[config.mk]
export PLATFORM = sky130hd
export DESIGN_NAME = vx_barrier_unit_flat
export DESIGN_NICKNAME = d
export VERILOG_FILES = /design/src/rtl/vx_barrier_unit_pkg.sv /design/src/rtl/vx_barrier_unit_if.sv /design/src/rtl/vx_barrier_unit_slot.sv /design/src/rtl/vx_barrier_unit.sv /design/src/flat_wrapper.sv
export SDC_FILE = /design/constraint.sdc
export NUM_CORES = 1
export LEC_CHECK = 0
export CORE_MARGIN = 4
export CORE_UTILIZATION = 51
export CTS_BUF_LIST = sky130_fd_sc_hd__clkbuf_16
export CTS_CLUSTER_DIAMETER = 30
export DETAILED_ROUTE_END_ITERATION = 8
export PLACE_DENSITY = 0.86
export SLEW_MARGIN = 20
export SYNTH_ARGS = -nofsm -noshare
export SYNTH_HDL_FRONTEND = slang
export SYNTH_SLANG_ARGS = --single-unit
export TNS_END_PERCENT = 20
[constraint.sdc]
create_clock -name clk -period 1.63 [get_ports clk]
set_input_delay 0.326 -clock clk [delete_from_list [all_inputs] [get_ports clk]]
set_output_delay 0.326 -clock clk [all_outputs]
set_load 0.05 [all_outputs]
[src/rtl/vx_barrier_unit_pkg.sv]
// Shared types and widths for the barrier unit: slot/arbiter states, the
// global-barrier request payload and the size-field helper.
package vx_barrier_unit_pkg;

    localparam int unsigned VX_NUM_WARPS    = 4;
    localparam int unsigned VX_NUM_BARRIERS = 4;
    localparam int unsigned VX_NUM_CORES    = 4;

    localparam int unsigned NW_WIDTH = (VX_NUM_WARPS > 1)    ? $clog2(VX_NUM_WARPS)    : 1;
    localparam int unsigned NB_BITS  = (VX_NUM_BARRIERS > 1) ? $clog2(VX_NUM_BARRIERS) : 1;
    localparam int unsigned NC_WIDTH = (VX_NUM_CORES > 1)    ? $clog2(VX_NUM_CORES)    : 1;

    // Core count sits in the upper field of the warp-sized size operand.
    localparam int unsigned GS_LSB = (NW_WIDTH > NC_WIDTH) ? (NW_WIDTH - NC_WIDTH) : 0;

    typedef enum logic [1:0] {
        SLOT_IDLE    = 2'd0,
        SLOT_COLLECT = 2'd1,
        SLOT_GPEND   = 2'd2,
        SLOT_GWAIT   = 2'd3
    } slot_state_e;

    typedef enum logic {
        ARB_IDLE = 1'b0,
        ARB_HOLD = 1'b1
    } arb_state_e;

    typedef struct packed {
        logic [NB_BITS-1:0]  id;
        logic [NC_WIDTH-1:0] size_m1;
        logic [NC_WIDTH-1:0] core_id;
    } gbar_req_t;

    function automatic logic [NC_WIDTH-1:0] gsize_of(input logic [NW_WIDTH-1:0] size_m1);
        return NC_WIDTH'(size_m1 >> GS_LSB);
    endfunction

endpackage

[src/rtl/vx_barrier_unit_if.sv]
// Barrier channel: arrivals from warp control, stall mask to the scheduler,
// and the request/response pair towards the cluster global barrier.
interface vx_barrier_unit_if
    import vx_barrier_unit_pkg::*;
#(
    parameter int unsigned NUM_WARPS = VX_NUM_WARPS
);
    logic                 arr_valid;
    logic [NW_WIDTH-1:0]  arr_wid;
    logic [NB_BITS-1:0]   arr_id;
    logic                 arr_is_global;
    logic                 arr_is_noop;
    logic [NW_WIDTH-1:0]  arr_size_m1;

    logic [NUM_WARPS-1:0] barrier_stalls;

    logic                 gbar_req_valid;
    logic [NB_BITS-1:0]   gbar_req_id;
    logic [NC_WIDTH-1:0]  gbar_req_size_m1;
    logic [NC_WIDTH-1:0]  gbar_req_core_id;
    logic                 gbar_req_ready;

    logic                 gbar_rsp_valid;
    logic [NB_BITS-1:0]   gbar_rsp_id;

    modport master (
        output arr_valid, arr_wid, arr_id, arr_is_global, arr_is_noop, arr_size_m1,
        output gbar_req_ready, gbar_rsp_valid, gbar_rsp_id,
        input  barrier_stalls,
        input  gbar_req_valid, gbar_req_id, gbar_req_size_m1, gbar_req_core_id
    );

    modport slave (
        input  arr_valid, arr_wid, arr_id, arr_is_global, arr_is_noop, arr_size_m1,
        input  gbar_req_ready, gbar_rsp_valid, gbar_rsp_id,
        output barrier_stalls,
        output gbar_req_valid, gbar_req_id, gbar_req_size_m1, gbar_req_core_id
    );

endinterface

[src/rtl/vx_barrier_unit_slot.sv]
// One barrier slot: arrival count, waiting-warp mask and global handshake
// state, plus the per-cycle stall set/clear contribution of this slot.
module vx_barrier_unit_slot
    import vx_barrier_unit_pkg::*;
#(
    parameter int unsigned NUM_WARPS = VX_NUM_WARPS
) (
    input  logic                 clk,
    input  logic                 reset,
    input  logic                 arr_hit,
    input  logic [NW_WIDTH-1:0]  arr_wid,
    input  logic                 arr_is_global,
    input  logic [NW_WIDTH-1:0]  arr_size_m1,
    input  logic                 req_accept,
    input  logic                 rsp_hit,
    output slot_state_e          state,
    output logic [NC_WIDTH-1:0]  gsize,
    output logic [NUM_WARPS-1:0] stall_set_c,
    output logic [NUM_WARPS-1:0] stall_clr_c
);

    slot_state_e          state_n;
    logic [NW_WIDTH-1:0]  count, count_n;
    logic [NUM_WARPS-1:0] mask, mask_n;
    logic [NC_WIDTH-1:0]  gsize_n;
    logic [NUM_WARPS-1:0] wid_bit;

    assign wid_bit = NUM_WARPS'(1) << arr_wid;

    always_ff @(posedge clk) begin
        if (reset) begin
            state <= SLOT_IDLE;
            count <= '0;
            mask  <= '0;
            gsize <= '0;
        end else begin
            state <= state_n;
            count <= count_n;
            mask  <= mask_n;
            gsize <= gsize_n;
        end
    end

    // Arrivals are only honoured while collecting; GPEND/GWAIT ignore them.
    always_comb begin
        state_n     = state;
        count_n     = count;
        mask_n      = mask;
        gsize_n     = gsize;
        stall_set_c = '0;
        stall_clr_c = '0;
        case (state)
            SLOT_IDLE, SLOT_COLLECT: begin
                if (arr_hit) begin
                    if (count != arr_size_m1) begin
                        mask_n      = mask | wid_bit;
                        count_n     = count + NW_WIDTH'(1);
                        state_n     = SLOT_COLLECT;
                        stall_set_c = wid_bit;
                    end else if (arr_is_global) begin
                        mask_n      = mask | wid_bit;
                        count_n     = '0;
                        gsize_n     = gsize_of(arr_size_m1);
                        state_n     = SLOT_GPEND;
                        stall_set_c = wid_bit;
                    end else begin
                        stall_clr_c = mask;
                        mask_n      = '0;
                        count_n     = '0;
                        state_n     = SLOT_IDLE;
                    end
                end
            end
            SLOT_GPEND: begin
                if (req_accept) begin
                    state_n = SLOT_GWAIT;
                end
            end
            SLOT_GWAIT: begin
                if (rsp_hit) begin
                    stall_clr_c = mask;
                    mask_n      = '0;
                    state_n     = SLOT_IDLE;
                end
            end
            default: begin
                state_n = SLOT_IDLE;
            end
        endcase
    end

    a_arr_collecting: assert property (@(posedge clk) disable iff (reset)
        arr_hit |-> (state == SLOT_IDLE || state == SLOT_COLLECT));

    a_arr_not_dup: assert property (@(posedge clk) disable iff (reset)
        arr_hit |-> !mask[arr_wid]);

    a_rsp_in_gwait: assert property (@(posedge clk) disable iff (reset)
        rsp_hit |-> (state == SLOT_GWAIT));

endmodule

[src/rtl/vx_barrier_unit.sv]
// Barrier unit top: per-slot trackers, lowest-index global request arbiter
// and the registered per-warp stall mask.
module vx_barrier_unit
    import vx_barrier_unit_pkg::*;
#(
    parameter int unsigned NUM_WARPS    = VX_NUM_WARPS,
    parameter int unsigned NUM_BARRIERS = VX_NUM_BARRIERS,
    parameter int unsigned CORE_ID      = 0
) (
    input  logic             clk,
    input  logic             reset,
    vx_barrier_unit_if.slave bar_if
);

    slot_state_e          slot_state [NUM_BARRIERS];
    logic [NC_WIDTH-1:0]  slot_gsize [NUM_BARRIERS];
    logic [NUM_WARPS-1:0] slot_set   [NUM_BARRIERS];
    logic [NUM_WARPS-1:0] slot_clr   [NUM_BARRIERS];
    logic [NUM_BARRIERS-1:0] req_accept;

    logic [NUM_WARPS-1:0] stalls;
    logic [NUM_WARPS-1:0] set_all, clr_all;

    arb_state_e arb_state, arb_state_n;
    gbar_req_t  req_q, req_n;
    logic       accept;
    logic       pend_found;
    logic [NB_BITS-1:0] pend_id;

    assign accept = (arb_state == ARB_HOLD) && bar_if.gbar_req_ready;

    for (genvar b = 0; b < NUM_BARRIERS; b++) begin : g_slot
        vx_barrier_unit_slot #(
            .NUM_WARPS (NUM_WARPS)
        ) u_slot (
            .clk           (clk),
            .reset         (reset),
            .arr_hit       (bar_if.arr_valid && !bar_if.arr_is_noop
                            && (bar_if.arr_id == NB_BITS'(b))),
            .arr_wid       (bar_if.arr_wid),
            .arr_is_global (bar_if.arr_is_global),
            .arr_size_m1   (bar_if.arr_size_m1),
            .req_accept    (req_accept[b]),
            .rsp_hit       (bar_if.gbar_rsp_valid && (bar_if.gbar_rsp_id == NB_BITS'(b))),
            .state         (slot_state[b]),
            .gsize         (slot_gsize[b]),
            .stall_set_c   (slot_set[b]),
            .stall_clr_c   (slot_clr[b])
        );
        assign req_accept[b] = accept && (req_q.id == NB_BITS'(b));
    end

    // Lowest-index GPEND slot, skipping the one being accepted this cycle.
    always_comb begin
        pend_found = 1'b0;
        pend_id    = '0;
        for (int b = 0; b < NUM_BARRIERS; b++) begin
            if (!pend_found && slot_state[b] == SLOT_GPEND && !req_accept[b]) begin
                pend_found = 1'b1;
                pend_id    = NB_BITS'(b);
            end
        end
    end

    always_ff @(posedge clk) begin
        if (reset) begin
            arb_state <= ARB_IDLE;
            req_q     <= '{id: '0, size_m1: '0, core_id: NC_WIDTH'(CORE_ID)};
        end else begin
            arb_state <= arb_state_n;
            req_q     <= req_n;
        end
    end

    // Request payload is latched once and held until accepted.
    always_comb begin
        arb_state_n = arb_state;
        req_n       = req_q;
        case (arb_state)
            ARB_IDLE: begin
                if (pend_found) begin
                    arb_state_n = ARB_HOLD;
                    req_n       = '{id: pend_id, size_m1: slot_gsize[pend_id],
                                    core_id: NC_WIDTH'(CORE_ID)};
                end
            end
            ARB_HOLD: begin
                if (accept) begin
                    if (pend_found) begin
                        req_n = '{id: pend_id, size_m1: slot_gsize[pend_id],
                                  core_id: NC_WIDTH'(CORE_ID)};
                    end else begin
                        arb_state_n = ARB_IDLE;
                    end
                end
            end
            default: begin
                arb_state_n = ARB_IDLE;
            end
        endcase
    end

    always_comb begin
        set_all = '0;
        clr_all = '0;
        for (int b = 0; b < NUM_BARRIERS; b++) begin
            set_all = set_all | slot_set[b];
            clr_all = clr_all | slot_clr[b];
        end
    end

    always_ff @(posedge clk) begin
        if (reset) begin
            stalls <= '0;
        end else begin
            stalls <= (stalls & ~clr_all) | set_all;
        end
    end

    assign bar_if.barrier_stalls   = stalls;
    assign bar_if.gbar_req_valid   = (arb_state == ARB_HOLD);
    assign bar_if.gbar_req_id      = req_q.id;
    assign bar_if.gbar_req_size_m1 = req_q.size_m1;
    assign bar_if.gbar_req_core_id = req_q.core_id;

    a_arr_not_stalled: assert property (@(posedge clk) disable iff (reset)
        (bar_if.arr_valid && !bar_if.arr_is_noop) |-> !stalls[bar_if.arr_wid]);

    a_size_in_range: assert property (@(posedge clk) disable iff (reset)
        (bar_if.arr_valid && !bar_if.arr_is_noop)
            |-> ({1'b0, bar_if.arr_size_m1} < (NW_WIDTH + 1)'(NUM_WARPS)));

endmodule

[src/flat_wrapper.sv]
// flat-port wrapper written by rule: the top's interface ports become plain ports
module vx_barrier_unit_flat import vx_barrier_unit_pkg::*;
#(
    parameter int unsigned NUM_WARPS    = VX_NUM_WARPS,
    parameter int unsigned NUM_BARRIERS = VX_NUM_BARRIERS,
    parameter int unsigned CORE_ID      = 0
)
  (clk, reset, bar_if_arr_valid, bar_if_arr_wid, bar_if_arr_id, bar_if_arr_is_global, bar_if_arr_is_noop, bar_if_arr_size_m1, bar_if_gbar_req_ready, bar_if_gbar_rsp_valid, bar_if_gbar_rsp_id, bar_if_barrier_stalls, bar_if_gbar_req_valid, bar_if_gbar_req_id, bar_if_gbar_req_size_m1, bar_if_gbar_req_core_id);
  vx_barrier_unit_if #(.NUM_WARPS(NUM_WARPS)) bar_if_i ();
  input  logic clk;
  input  logic reset;
  input wire logic [$bits(bar_if_i.arr_valid)-1:0] bar_if_arr_valid;
  input wire logic [$bits(bar_if_i.arr_wid)-1:0] bar_if_arr_wid;
  input wire logic [$bits(bar_if_i.arr_id)-1:0] bar_if_arr_id;
  input wire logic [$bits(bar_if_i.arr_is_global)-1:0] bar_if_arr_is_global;
  input wire logic [$bits(bar_if_i.arr_is_noop)-1:0] bar_if_arr_is_noop;
  input wire logic [$bits(bar_if_i.arr_size_m1)-1:0] bar_if_arr_size_m1;
  input wire logic [$bits(bar_if_i.gbar_req_ready)-1:0] bar_if_gbar_req_ready;
  input wire logic [$bits(bar_if_i.gbar_rsp_valid)-1:0] bar_if_gbar_rsp_valid;
  input wire logic [$bits(bar_if_i.gbar_rsp_id)-1:0] bar_if_gbar_rsp_id;
  output wire logic [$bits(bar_if_i.barrier_stalls)-1:0] bar_if_barrier_stalls;
  output wire logic [$bits(bar_if_i.gbar_req_valid)-1:0] bar_if_gbar_req_valid;
  output wire logic [$bits(bar_if_i.gbar_req_id)-1:0] bar_if_gbar_req_id;
  output wire logic [$bits(bar_if_i.gbar_req_size_m1)-1:0] bar_if_gbar_req_size_m1;
  output wire logic [$bits(bar_if_i.gbar_req_core_id)-1:0] bar_if_gbar_req_core_id;
  assign bar_if_i.arr_valid = bar_if_arr_valid;
  assign bar_if_i.arr_wid = bar_if_arr_wid;
  assign bar_if_i.arr_id = bar_if_arr_id;
  assign bar_if_i.arr_is_global = bar_if_arr_is_global;
  assign bar_if_i.arr_is_noop = bar_if_arr_is_noop;
  assign bar_if_i.arr_size_m1 = bar_if_arr_size_m1;
  assign bar_if_i.gbar_req_ready = bar_if_gbar_req_ready;
  assign bar_if_i.gbar_rsp_valid = bar_if_gbar_rsp_valid;
  assign bar_if_i.gbar_rsp_id = bar_if_gbar_rsp_id;
  assign bar_if_barrier_stalls = bar_if_i.barrier_stalls;
  assign bar_if_gbar_req_valid = bar_if_i.gbar_req_valid;
  assign bar_if_gbar_req_id = bar_if_i.gbar_req_id;
  assign bar_if_gbar_req_size_m1 = bar_if_i.gbar_req_size_m1;
  assign bar_if_gbar_req_core_id = bar_if_i.gbar_req_core_id;
  vx_barrier_unit #(.NUM_WARPS(NUM_WARPS), .NUM_BARRIERS(NUM_BARRIERS), .CORE_ID(CORE_ID)) u_core (.clk(clk), .reset(reset), .bar_if(bar_if_i));
endmodule
==> reports/qor.txt, run 1 <==
Core area = 0.004692 mm^2
Post-synth top area share = 39.84%
DR vias/cell = 6.591
Gpl congestion = 0.9202
Post-Place Worst Slack = -0.5727 ns
Mapped cell area = 0.002462 mm^2
Area grow syn2layout = 42.28%
Top cells by area, synth = dfxtp_1 40%, a21oi_1 7.1%, mux2i_1 4.9%, nor2_1 4.7%, nand2_1 3.4%
Fin area = 0.003503 mm^2
I/O pin cnt = 26
PwrDens = 786.1 mW/mm^2
Leak pwr = 1.431 nW
Outcome = finished, violations left
Setup ws final = -0.06916 ns
Final hold violation count = 0
Initial drt markers = 346
Maxcap violations = 0
Max Transition Viols Final = 0
CP startpoint kind = register
Clock Skews = 0.009146 ns
Final total power = 0.002754 W
Clk Latency, worst-skew pair = 0.29 ns
GRT Total Usage = 24.41%
Sequential area share after synthesis = 39.84%
Crit path kind = reg -> reg
Worst min path class = reg -> reg
Die X = 77.49 um
HPWL Detailed = 4943 um
Cell Area, Placed = 0.003133 mm^2
Worst vdd ir = 0.0006262 V
Total CTS buffers = 5
Post-synth top flop = dfxtp_1
Congestion Overflow GR = 0
Antenna violations before repair = 0
Die area = 0.006004 mm^2
Fin crit share = 104.2%
Combinational fraction of design power = 13.0%
Post-synth EDFFs = 0
Vias = 2,788
RSZ-0062 raised after global routing = true
Cell type with the largest total area after synthesis = dfxtp_1
WL final = 8627 um
Internal = 0.002082 W
Clock power share = 42.2%
Reg clk slew, reported paths = 0.06 ns
Syn avg cell area = 8.610 um^2
CTS tree = yes
Crit-path max FO = 4
Fin crit period = 1.699 ns
Pin count of the biggest net entering global routing = 18
Synth Register Bits = 49
Wire per inst = 20.39 um
Worst Setup End Kind = register
Psw = 0.0006718 W
Vias in the first global route = 2,419
Switching Fraction = 24.39%
Port Buffers = 23
CTS sink count = 49
WP data arrival = 1.88 ns
H-tree depth = 2
First-pass GRT wire length = 11,670 um
Maximum buffer depth of the clock tree = 2
Synth cell types = 52
Remaining DRCs = 0
Synthesized instance count = 286
Initial core utilization = 52.48%
Hold Slack = 0.4793 ns
FMAX = 588.5 MHz
Share of post-route cells with drive strength above 1 = 36.04%
Die Y-Extent = 77.49 um
Worst EP required = 1.81 ns
YS warnings = 0
Synth async-reset ratio = 0%
# rows = 25
Failing checks = negative setup slack
Final #Nets = 383
Setup-failing EPs final = 5
CTS root buffer = clkbuf_16
Sequential power share = 44.8%
Iteration count of the initial detailed-routing pass = 6
# diodes = 0
Antenna Nets Post-Route = 0
-- power by group through the flow --
stage | logic, W | registers (W) | clock network (W)
2_1_floorplan | 0.000148 | 0.00128 | 0
3_3_place_gp | 0.000304 | 0.00126 | 0
3_5_place_dp | 0.000309 | 0.00126 | 0
4_1_cts | 0.000316 | 0.00123 | 0.00115
5_1_grt | 0.000376 | 0.00123 | 0.00122
6_report | 0.000358 | 0.00123 | 0.00116
-- registers in the layout, indices dropped and copies added, names as in the netlist --
name	cells
u_core.bar_if.barrier_stalls	4
u_core.g_slot.u_slot.count	8
u_core.bar_if.gbar_req_size_m1	2
u_core.g_slot.u_slot.gsize	8
u_core.bar_if.gbar_req_valid	1
u_core.g_slot.u_slot.mask	16
u_core.bar_if.gbar_req_id	2
u_core.g_slot.u_slot.state	8
-- synth_stat cells (7+ instances only) --
| library cell | count |
|---|---|
| a21oi_1 | 35 |
| and2_1 | 8 |
| clkbuf_1 | 7 |
| dfxtp_1 | 49 |
| mux2i_1 | 12 |
| nand2_1 | 22 |
| nand2b_1 | 13 |
| nor2_1 | 31 |
| nor3_1 | 12 |
| o21ai_0 | 10 |
| xnor2_1 | 8 |
-- per-layer routing --
metal / routed length (um) / track usage, % / up-vias
li1: - / - / 1225
met1: 3305 / 32.10 / 1291
met2: 4044 / 39.38 / 222
met3: 857 / 4.292 / 50
met4: 419 / 10.32 / 0
met5: 0 / 0 / -
-- logic make-up (layout without fill, tap and decap cells) --
kind of cell | count (synthesis) | count (layout) | share of synthesized area (%)
AO/OA/AOI/OAI | 82 | 83 | 23.58
XOR/XNOR | 8 | 8 | 2.846
buffers and inverters | 15 | 96 | 2.947
flip-flops | 49 | 49 | 39.84
multiplexers | 12 | 12 | 4.878
other | 1 | 2 | 0.1523
AND/OR/NAND/NOR | 119 | 119 | 25.76
-- placed cells by master (no fill, tap or decap), drive strengths merged, types with 4 or more instances in the layout --
master / synthesis / final
inv: 3 / 4
nand3: 5 / 5
nor3: 12 / 12
and2: 8 / 8
a222oi: 5 / 5
mux2i: 12 / 12
dlygate4sd2: 0 / 4
nor2b: 5 / 5
nand2b: 13 / 13
xnor2: 8 / 8
o21ai: 10 / 10
a22o: 5 / 5
buf: 5 / 73
nand2: 22 / 22
a21oi: 35 / 35
nor2: 31 / 31
clkbuf: 7 / 9
clkdlybuf4s50: 0 / 4
nand3b: 4 / 4
dfxtp: 49 / 49
-- worst max-delay path, cell delays in order, from the launching register on --
cell and delay (ns):
dfxtp_2 0.34, xnor2_2 0.31, a2111oi_4 0.14, buf_4 0.17, nor2_1 0.17, a41oi_2 0.19
a22o_1 0.26
-- through the flow --
step / std cells / TNS, ns / util [%]
6_report: 423 / -0.2552 / 74.67
5_1_grt: 423 / -0.5893 / 74.67
4_1_cts: 419 / -0.005380 / 71.60
3_5_place_dp: 409 / -19.45 / 66.77
3_3_place_gp: 409 / -18.32 / 66.77
2_1_floorplan: 287 / -0.1395 / -
-- worst paths after layout --
path                                                 start                                      endpoint  slack [ns]  depth (start not counted)
max          u_core.g_slot[2].u_slot.count[0]$_SDFFE_PP0P_    u_core.bar_if.barrier_stalls[0]$_SDFF_PP0_       -0.07                          6
min           u_core.g_slot[1].u_slot.mask[3]$_SDFFE_PP0P_  u_core.g_slot[1].u_slot.mask[3]$_SDFFE_PP0P_        0.48                          2
max reg2reg  u_core.g_slot[2].u_slot.count[0]$_SDFFE_PP0P_    u_core.bar_if.barrier_stalls[0]$_SDFF_PP0_       -0.07                          6
min reg2reg   u_core.g_slot[1].u_slot.mask[3]$_SDFFE_PP0P_  u_core.g_slot[1].u_slot.mask[3]$_SDFFE_PP0P_        0.48                          2
-- final cells by class --
cell class,instances,area (um^2)
clock inverters,3,38.79
well taps,54,67.56
multi-input cells,224,1623
clock buffers,5,125.1
inverters,3,11.26
repair buffers,85,638.1
fillers,308,1189
flip-flops and latches,49,999.7
-- what timing repair did --
item	4_1_cts	5_1_grt
resized for setup	30	35
endpoints found under the setup margin	43	15
cloned	0	1
buffers inserted	2	3
hold buffers	0	0
pin swaps	10	15
(Power assumes the default switching activity.)
==> run 2: changes to the inputs <==
--- a/config.mk
+++ b/config.mk
@@ -5,6 +5,8 @@
 export SDC_FILE = /design/constraint.sdc
 export NUM_CORES = 1
 export LEC_CHECK = 0
+export ABC_CLOCK_PERIOD_IN_PS = 1630
+export CORE_ASPECT_RATIO = 0.7
 export CORE_MARGIN = 4
 export CORE_UTILIZATION = 51
 export CTS_BUF_LIST = sky130_fd_sc_hd__clkbuf_16
==> run 2 against run 1 <==
  * The flow still finishes with violations (negative setup slack)
  * Die area is 0.29% higher
  * Non-clock buffer count is 7 lower
  * Utilization is 2.1 points higher
==> reports/qor.txt, run 2 (synthesized netlist as in run 1, its figures left out) <==
Outcome = finished, violations left
Failing checks = negative setup slack
Max Transition Viols Final = 0
Remaining DRCs = 0
Worst Setup End Kind = register
Final Core Density = 76.81%
H-tree depth = 2
Final total power = 0.002633 W
Vias = 2,694
Setup ws final = -0.09829 ns
Leak pwr = 1.402 nW
CP startpoint kind = register
Die area = 0.006022 mm^2
WP data arrival = 1.91 ns
Maximum buffer depth of the clock tree = 2
WL final = 8359 um
Wire per inst = 20.09 um
HPWL Detailed = 5229 um
Initial drt markers = 462
Maxcap violations = 0
Gpl congestion = 1.006
Worst EP required = 1.81 ns
Worst min path class = reg -> reg
DR vias/cell = 6.476
Share of post-route cells with drive strength above 1 = 33.80%
Die Y-Extent = 66.14 um
Post-Place Worst Slack = -0.5904 ns
Crit-path max FO = 6
Crit path kind = reg -> reg
Vias in the first global route = 2,410
Die X = 91.05 um
CP cell instances = buf_4 > nor3_2 > o41ai_2 > a41oi_2 > a22o_1
GRT Total Usage = 24.84%
Internal = 0.001936 W
FMAX = 578.6 MHz
I/O pin cnt = 26
Fin crit share = 106.0%
Fin crit period = 1.728 ns
Clk Latency, worst-skew pair = 0.29 ns
Hold Slack = 0.4984 ns
# rows = 20
Crit path largest cell delay = 0.41 ns
Antenna Nets Post-Route = 0
First-pass GRT wire length = 11,820 um
PwrDens = 761.1 mW/mm^2
Psw = 0.0006966 W
# diodes = 0
Setup-failing EPs final = 6
CTS tree = yes
Most common cell after layout, fill and taps aside = buf_4
Final #Nets = 375
Area grow syn2layout = 40.50%
Largest register by flop count = u_core.g_slot.u_slot.mask
CTS root buffer = clkbuf_16
Core area = 0.004504 mm^2
RSZ-0062 raised after global routing = true
Max reg flops = 16
Initial core utilization = 54.67%
Sequential power share = 46.9%
Worst vdd ir = 0.0005187 V
Clock Skews = 0.006683 ns
CTS sink count = 49
Switching Fraction = 26.46%
Pin count of the biggest net entering global routing = 20
Congestion Overflow GR = 0
Iteration count of the initial detailed-routing pass = 5
Final hold violation count = 0
Most frequent cells in the layout = 62 x buf_4, 42 x dfxtp_1, 32 x a21oi_1, 31 x nor2_1, 20 x nand2_1
Clock power share = 39.7%
Worst path slowest cell = dfxtp_1
Reg clk slew, reported paths = 0.07 ns
Total CTS buffers = 5
CTS Hold Bufs = 0
Combinational fraction of design power = 13.5%
Port Buffers = 23
Antenna violations before repair = 0
-- run 2: cell types whose count changed in the layout (fill, tap and decap cells not counted), moves of 3 or more --
cell | previous run | this run
buf_4 | 71 | 62
buf_6 | 0 | 3
a21oi_2 | 0 | 3
a21oi_1 | 35 | 32
-- run 2: area by class of cell --
class / instances / area, um^2
clock buffer: 5 / 125.1
timing repair buffer: 78 / 626.9
fill: 285 / 1045
clock inverter: 3 / 21.27
tap: 55 / 68.82
inverter: 3 / 11.26
sequential: 49 / 997.2
multi-input combinational: 223 / 1609
-- run 2: timing repair --
action / 4_1_cts / 5_1_grt
endpoints found under the setup margin: 45 / 19
buffers inserted: 3 / 2
pin swaps: 9 / 24
resized for setup: 35 / 31
-- run 2: through the flow --
stage               std cells  setup TNS, ns  instance area (um^2)
floorplan                 287        -0.1395                  2492
global placement          403         -17.82                  3094
global route              416        -0.7086                  3460
CTS                       414       -0.04277                  3332
detailed placement        403         -19.41                  3094
finish                    416        -0.3316                  3460
-- run 2: routing by layer --
metal | wire length, um | vias up | track usage (%)
met1 | 3375 | 1267 | 35.13
met5 | 0 | - | 0
met4 | 255 | 0 | 7.143
met3 | 1021 | 31 | 5.802
met2 | 3706 | 202 | 37.76
li1 | - | 1194 | -
-- run 2: worst max-delay path: cells and delay by family (launching register included) --
kind,cells,cell delay [ns]
DFF,1,0.41
and+or+nand+nor,1,0.08
AOI/OAI and AO/OA,3,0.93
buffers and inverters,1,0.20
-- run 2: final timing paths --
path	start	to	slack, ns	depth (start not counted)
setup reg to reg	u_core.g_slot[2].u_slot.state[1]$_SDFFE_PP0P_	u_core.bar_if.barrier_stalls[3]$_SDFF_PP0_	-0.1	5
hold reg to reg	u_core.g_slot[3].u_slot.count[1]$_SDFFE_PP0P_	u_core.g_slot[3].u_slot.count[1]$_SDFFE_PP0P_	0.50	2
setup / recovery	u_core.g_slot[2].u_slot.state[1]$_SDFFE_PP0P_	u_core.bar_if.barrier_stalls[3]$_SDFF_PP0_	-0.1	5
hold / removal	u_core.g_slot[3].u_slot.count[1]$_SDFFE_PP0P_	u_core.g_slot[3].u_slot.count[1]$_SDFFE_PP0P_	0.50	2
-- run 2: power by group through the flow --
stage	clock, W	sequential, W	combinational (W)
finish	0.00104	0.00123	0.000355
global route	0.00111	0.00123	0.000373
CTS	0.00106	0.00123	0.000315
detailed placement	0	0.00126	0.000303
global placement	0	0.00126	0.000296
floorplan	0	0.00128	0.000148
==> run 3: changes to the inputs <==
--- a/config.mk
+++ b/config.mk
@@ -8,13 +8,15 @@
 export ABC_CLOCK_PERIOD_IN_PS = 1630
 export CORE_ASPECT_RATIO = 0.7
 export CORE_MARGIN = 4
-export CORE_UTILIZATION = 51
+export CORE_UTILIZATION = 52
 export CTS_BUF_LIST = sky130_fd_sc_hd__clkbuf_16
 export CTS_CLUSTER_DIAMETER = 30
 export DETAILED_ROUTE_END_ITERATION = 8
 export PLACE_DENSITY = 0.86
+export SETUP_SLACK_MARGIN = 0.4
 export SLEW_MARGIN = 20
 export SYNTH_ARGS = -nofsm -noshare
 export SYNTH_HDL_FRONTEND = slang
+export SYNTH_HIERARCHICAL = 1
 export SYNTH_SLANG_ARGS = --single-unit
 export TNS_END_PERCENT = 20
==> run 3 against run 2 <==
  * Worst setup slack got worse by 0.18 ns
  * The run still ends with negative setup slack left
  * Sequential power about the same
  * Largest cell class unchanged
  * Synthesized area increased by 23%
  * Via count increased by 36%
  * Flip-flop and latch count unchanged
  * Utilization increased by 7.9 points
  * Hold slack got worse by 0.023 ns
  * Clock skew decreased by 0.0014 ns
  * Final cell count increased by 25%
  * Clock power increased by 15%
==> reports/qor.txt, run 3 <==
Total CTS buffers = 5
Die area = 0.007109 mm^2
Reg clk slew, reported paths = 0.07 ns
Vias in the first global route = 3,439
CTS root buffer = clkbuf_16
CP startpoint kind = register
RSZ-0062 raised after global routing = true
HPWL Detailed = 6916 um
FMAX = 525.0 MHz
Most common cell in the netlist = dfxtp_1
# diodes = 0
Setup ws final = -0.2749 ns
First-pass GRT wire length = 18,400 um
Initial core utilization = 55.68%
CTS tree = yes
Largest family of logic cells by synthesized area = simple AND/OR/NAND/NOR gates
Worst vdd ir = 0.0005924 V
WL final = 12,890 um
CTS Hold Bufs = 0
Leak pwr = 1.818 nW
Core area = 0.005423 mm^2
Worst slew pin tran = 0.6191 ns
Congestion Overflow GR = 0
Fill cells = 250
Antenna Nets Post-Route = 0
I/O pin cnt = 26
Die Y-Extent = 71.75 um
Internal = 0.002158 W
Synthesized instance count = 336
Area grow syn2layout = 52.13%
Worst EP required = 1.83 ns
Mux cell area share after synthesis = 2.652%
Maxcap violations = 0
Antenna violations before repair = 0
Synth Register Bits = 49
Fin crit period = 1.905 ns
Iteration count of the initial detailed-routing pass = 6
Outcome = finished, violations left
PwrDens = 643.9 mW/mm^2
Most frequent cells in the layout = 87 x buf_4, 34 x dfxtp_1, 28 x inv_1, 25 x nor4_1, 22 x nand2b_1
Complex-gate fraction of the synthesized area = 21.30%
Switching Fraction = 27.05%
FF-to-FF setup slack = -0.27 ns
Worst path slowest cell = a222oi_1
Clock power share = 40.6%
Wire per inst = 24.84 um
Failing checks = negative setup slack
Dpl cells = 492
Maximum buffer depth of the clock tree = 2
# rows = 22
Final Core Density = 84.70%
Sequential area share after synthesis = 32.49%
Worst slew margin relative to its limit = 58.34%
Crit-path max FO = 6
Vias = 3,655
Mapped cell area = 0.003019 mm^2
Post-synth EDFFs = 0
Crit path largest cell delay = 0.48 ns
Crit path kind = reg -> reg
Final #Nets = 461
Largest register by flop count = u_core/g_slot.u_slot/mask
Post-synth top flop = dfxtp_1
Simple-gate portion of the synthesized area = 33.49%
Post-synth top area share = 32.49%
Final total power = 0.002958 W
Max Transition Viols Final = 0
CP cell instances = nand4b_1 > a222oi_1 > buf_4 > o21bai_1 > o311a_1 > a31o_1
Die X = 99.08 um
Fin cells = 519
Initial drt markers = 488
WP data arrival = 2.10 ns
Cell Area, Placed = 0.003924 mm^2
Max reg flops = 16
Pin count of the biggest net entering global routing = 25
Crit path max-delay family = compound AO/OA/AOI/OAI gates
Remaining DRCs = 0
Syn avg cell area = 8.986 um^2
Cell type with the largest total area after synthesis = dfxtp_1
Synth async-reset ratio = 0%
Synth top cells by count = 49 x dfxtp_1, 32 x nor4_1, 28 x inv_1, 23 x nand2b_1, 20 x a31oi_1
Fin area = 0.004593 mm^2
Count of buffer and inverter cells on the critical path = 1
Post-synthesis adder-cell area fraction = 0%
H-tree depth = 2
CTS sink count = 49
Most common cell after layout, fill and taps aside = buf_4
Synth cell types = 51
Worst Setup End Kind = register
Sequential power share = 41.5%
YS warnings = 6
Clock Skews = 0.005325 ns
Setup-failing EPs final = 7
Fin crit share = 116.9%
Combinational fraction of design power = 17.8%
Top cells by area, synth = dfxtp_1 32%, nor4_1 6.6%, nand2b_1 4.8%, xor2_2 4.3%, a31oi_1 4.1%
DR vias/cell = 7.042
Gpl congestion = 0.9049
Post-Route Setup TNS = -0.8546 ns
Clk Latency, worst-skew pair = 0.30 ns
GRT Total Usage = 33.41%
Worst min path class = reg -> reg
Port Buffers = 23
Share of post-route cells with drive strength above 1 = 46.09%
Psw = 0.0007999 W
Synth Area in XOR/XNOR = 4.310%
Final hold violation count = 0
==> run 3: changes by cell type in the layout (fill, tap and decap cells not counted), sizes merged, moves of 8 or more <==
cell	change
buf	+41
nor4	+36
inv	+25
a21oi	-24
a31oi	+19
nor2	-19
nand2b	+14
o21a	+12
nand2	-8
xnor2	-8
xor2	+8
==> run 3: worst paths after layout <==
check,from,to,depth (start not counted)
min,u_core/g_slot[3].u_slot/mask[3]$_SDFFE_PP0P_,u_core/g_slot[3].u_slot/mask[3]$_SDFFE_PP0P_,2
max reg2reg,u_core/bar_if.gbar_req_id[0]$_SDFFE_PP0P_,u_core/bar_if.gbar_req_size_m1[0]$_SDFFE_PP0P_,6
min reg2reg,u_core/g_slot[3].u_slot/mask[3]$_SDFFE_PP0P_,u_core/g_slot[3].u_slot/mask[3]$_SDFFE_PP0P_,2
max,u_core/bar_if.gbar_req_id[0]$_SDFFE_PP0P_,u_core/bar_if.gbar_req_size_m1[0]$_SDFFE_PP0P_,6
==> run 3: cells by family after synthesis <==
family,Yosys count
multiplexers,8
buffers and inverters,43
AND/OR/NAND/NOR,141
AO/OA/AOI/OAI,86
other,1
flip-flops,49
XOR/XNOR,8
==> run 3: per-layer routing <==
| layer | global-route usage, % | vias to the layer above | routed length [um] |
|---|---|---|---|
| li1 | - | 1471 | - |
| met1 | 38.88 | 1726 | 4649 |
| met2 | 56.62 | 349 | 5798 |
| met3 | 9.144 | 109 | 1601 |
| met4 | 17.12 | 0 | 840 |
| met5 | 0 | - | 0 |
==> run 3: worst register-to-register path: stages, from the launching register on <==
cell and delay [ns]:
dfxtp_4 0.37, nand4b_1 0.26, a222oi_1 0.48, buf_4 0.21, o21bai_1 0.09, o311a_1 0.16, a31o_1 0.22
==> run 3: final cells by class <==
class / count / area [um^2] / area share [%]
Inverter: 28 / 105.1 / 2.288
Sequential cell: 49 / 1020 / 22.20
Clock buffer: 5 / 125.1 / 2.724
Clock inverter: 3 / 37.54 / 0.8172
Tap cell: 72 / 90.09 / 1.961
Multi-Input combinational cell: 245 / 2185 / 47.56
Timing Repair Buffer: 117 / 1031 / 22.45
==> run 3: repair_timing <==
| action | 4_1_cts | 5_1_grt |
|---|---|---|
| gates resized for setup | 71 | 34 |
| setup buffers | 14 | 3 |
| endpoints found under the setup margin | 49 | 51 |
| pin swaps | 25 | 30 |
| gates cloned | 2 | 0 |
==> run 3: power groups by stage <==
stage               Clock [W]  Combinational, W  Sequential, W
floorplan                   0          0.000173        0.00127
global placement            0          0.000400        0.00126
detailed placement          0          0.000415        0.00126
CTS                   0.00117          0.000460        0.00123
global route          0.00126          0.000548        0.00123
finish                0.00120          0.000527        0.00123
==> run 3: through the flow <==
stage / setup WS, ns / hold WS, ns
finish: -0.2749 / 0.4755
global route: -0.2719 / 0.5078
CTS: 0.02404 / 0.4541
detailed placement: -0.6674 / 0.4492
global placement: -0.4727 / 0.4414
floorplan: -0.1262 / 0.4448
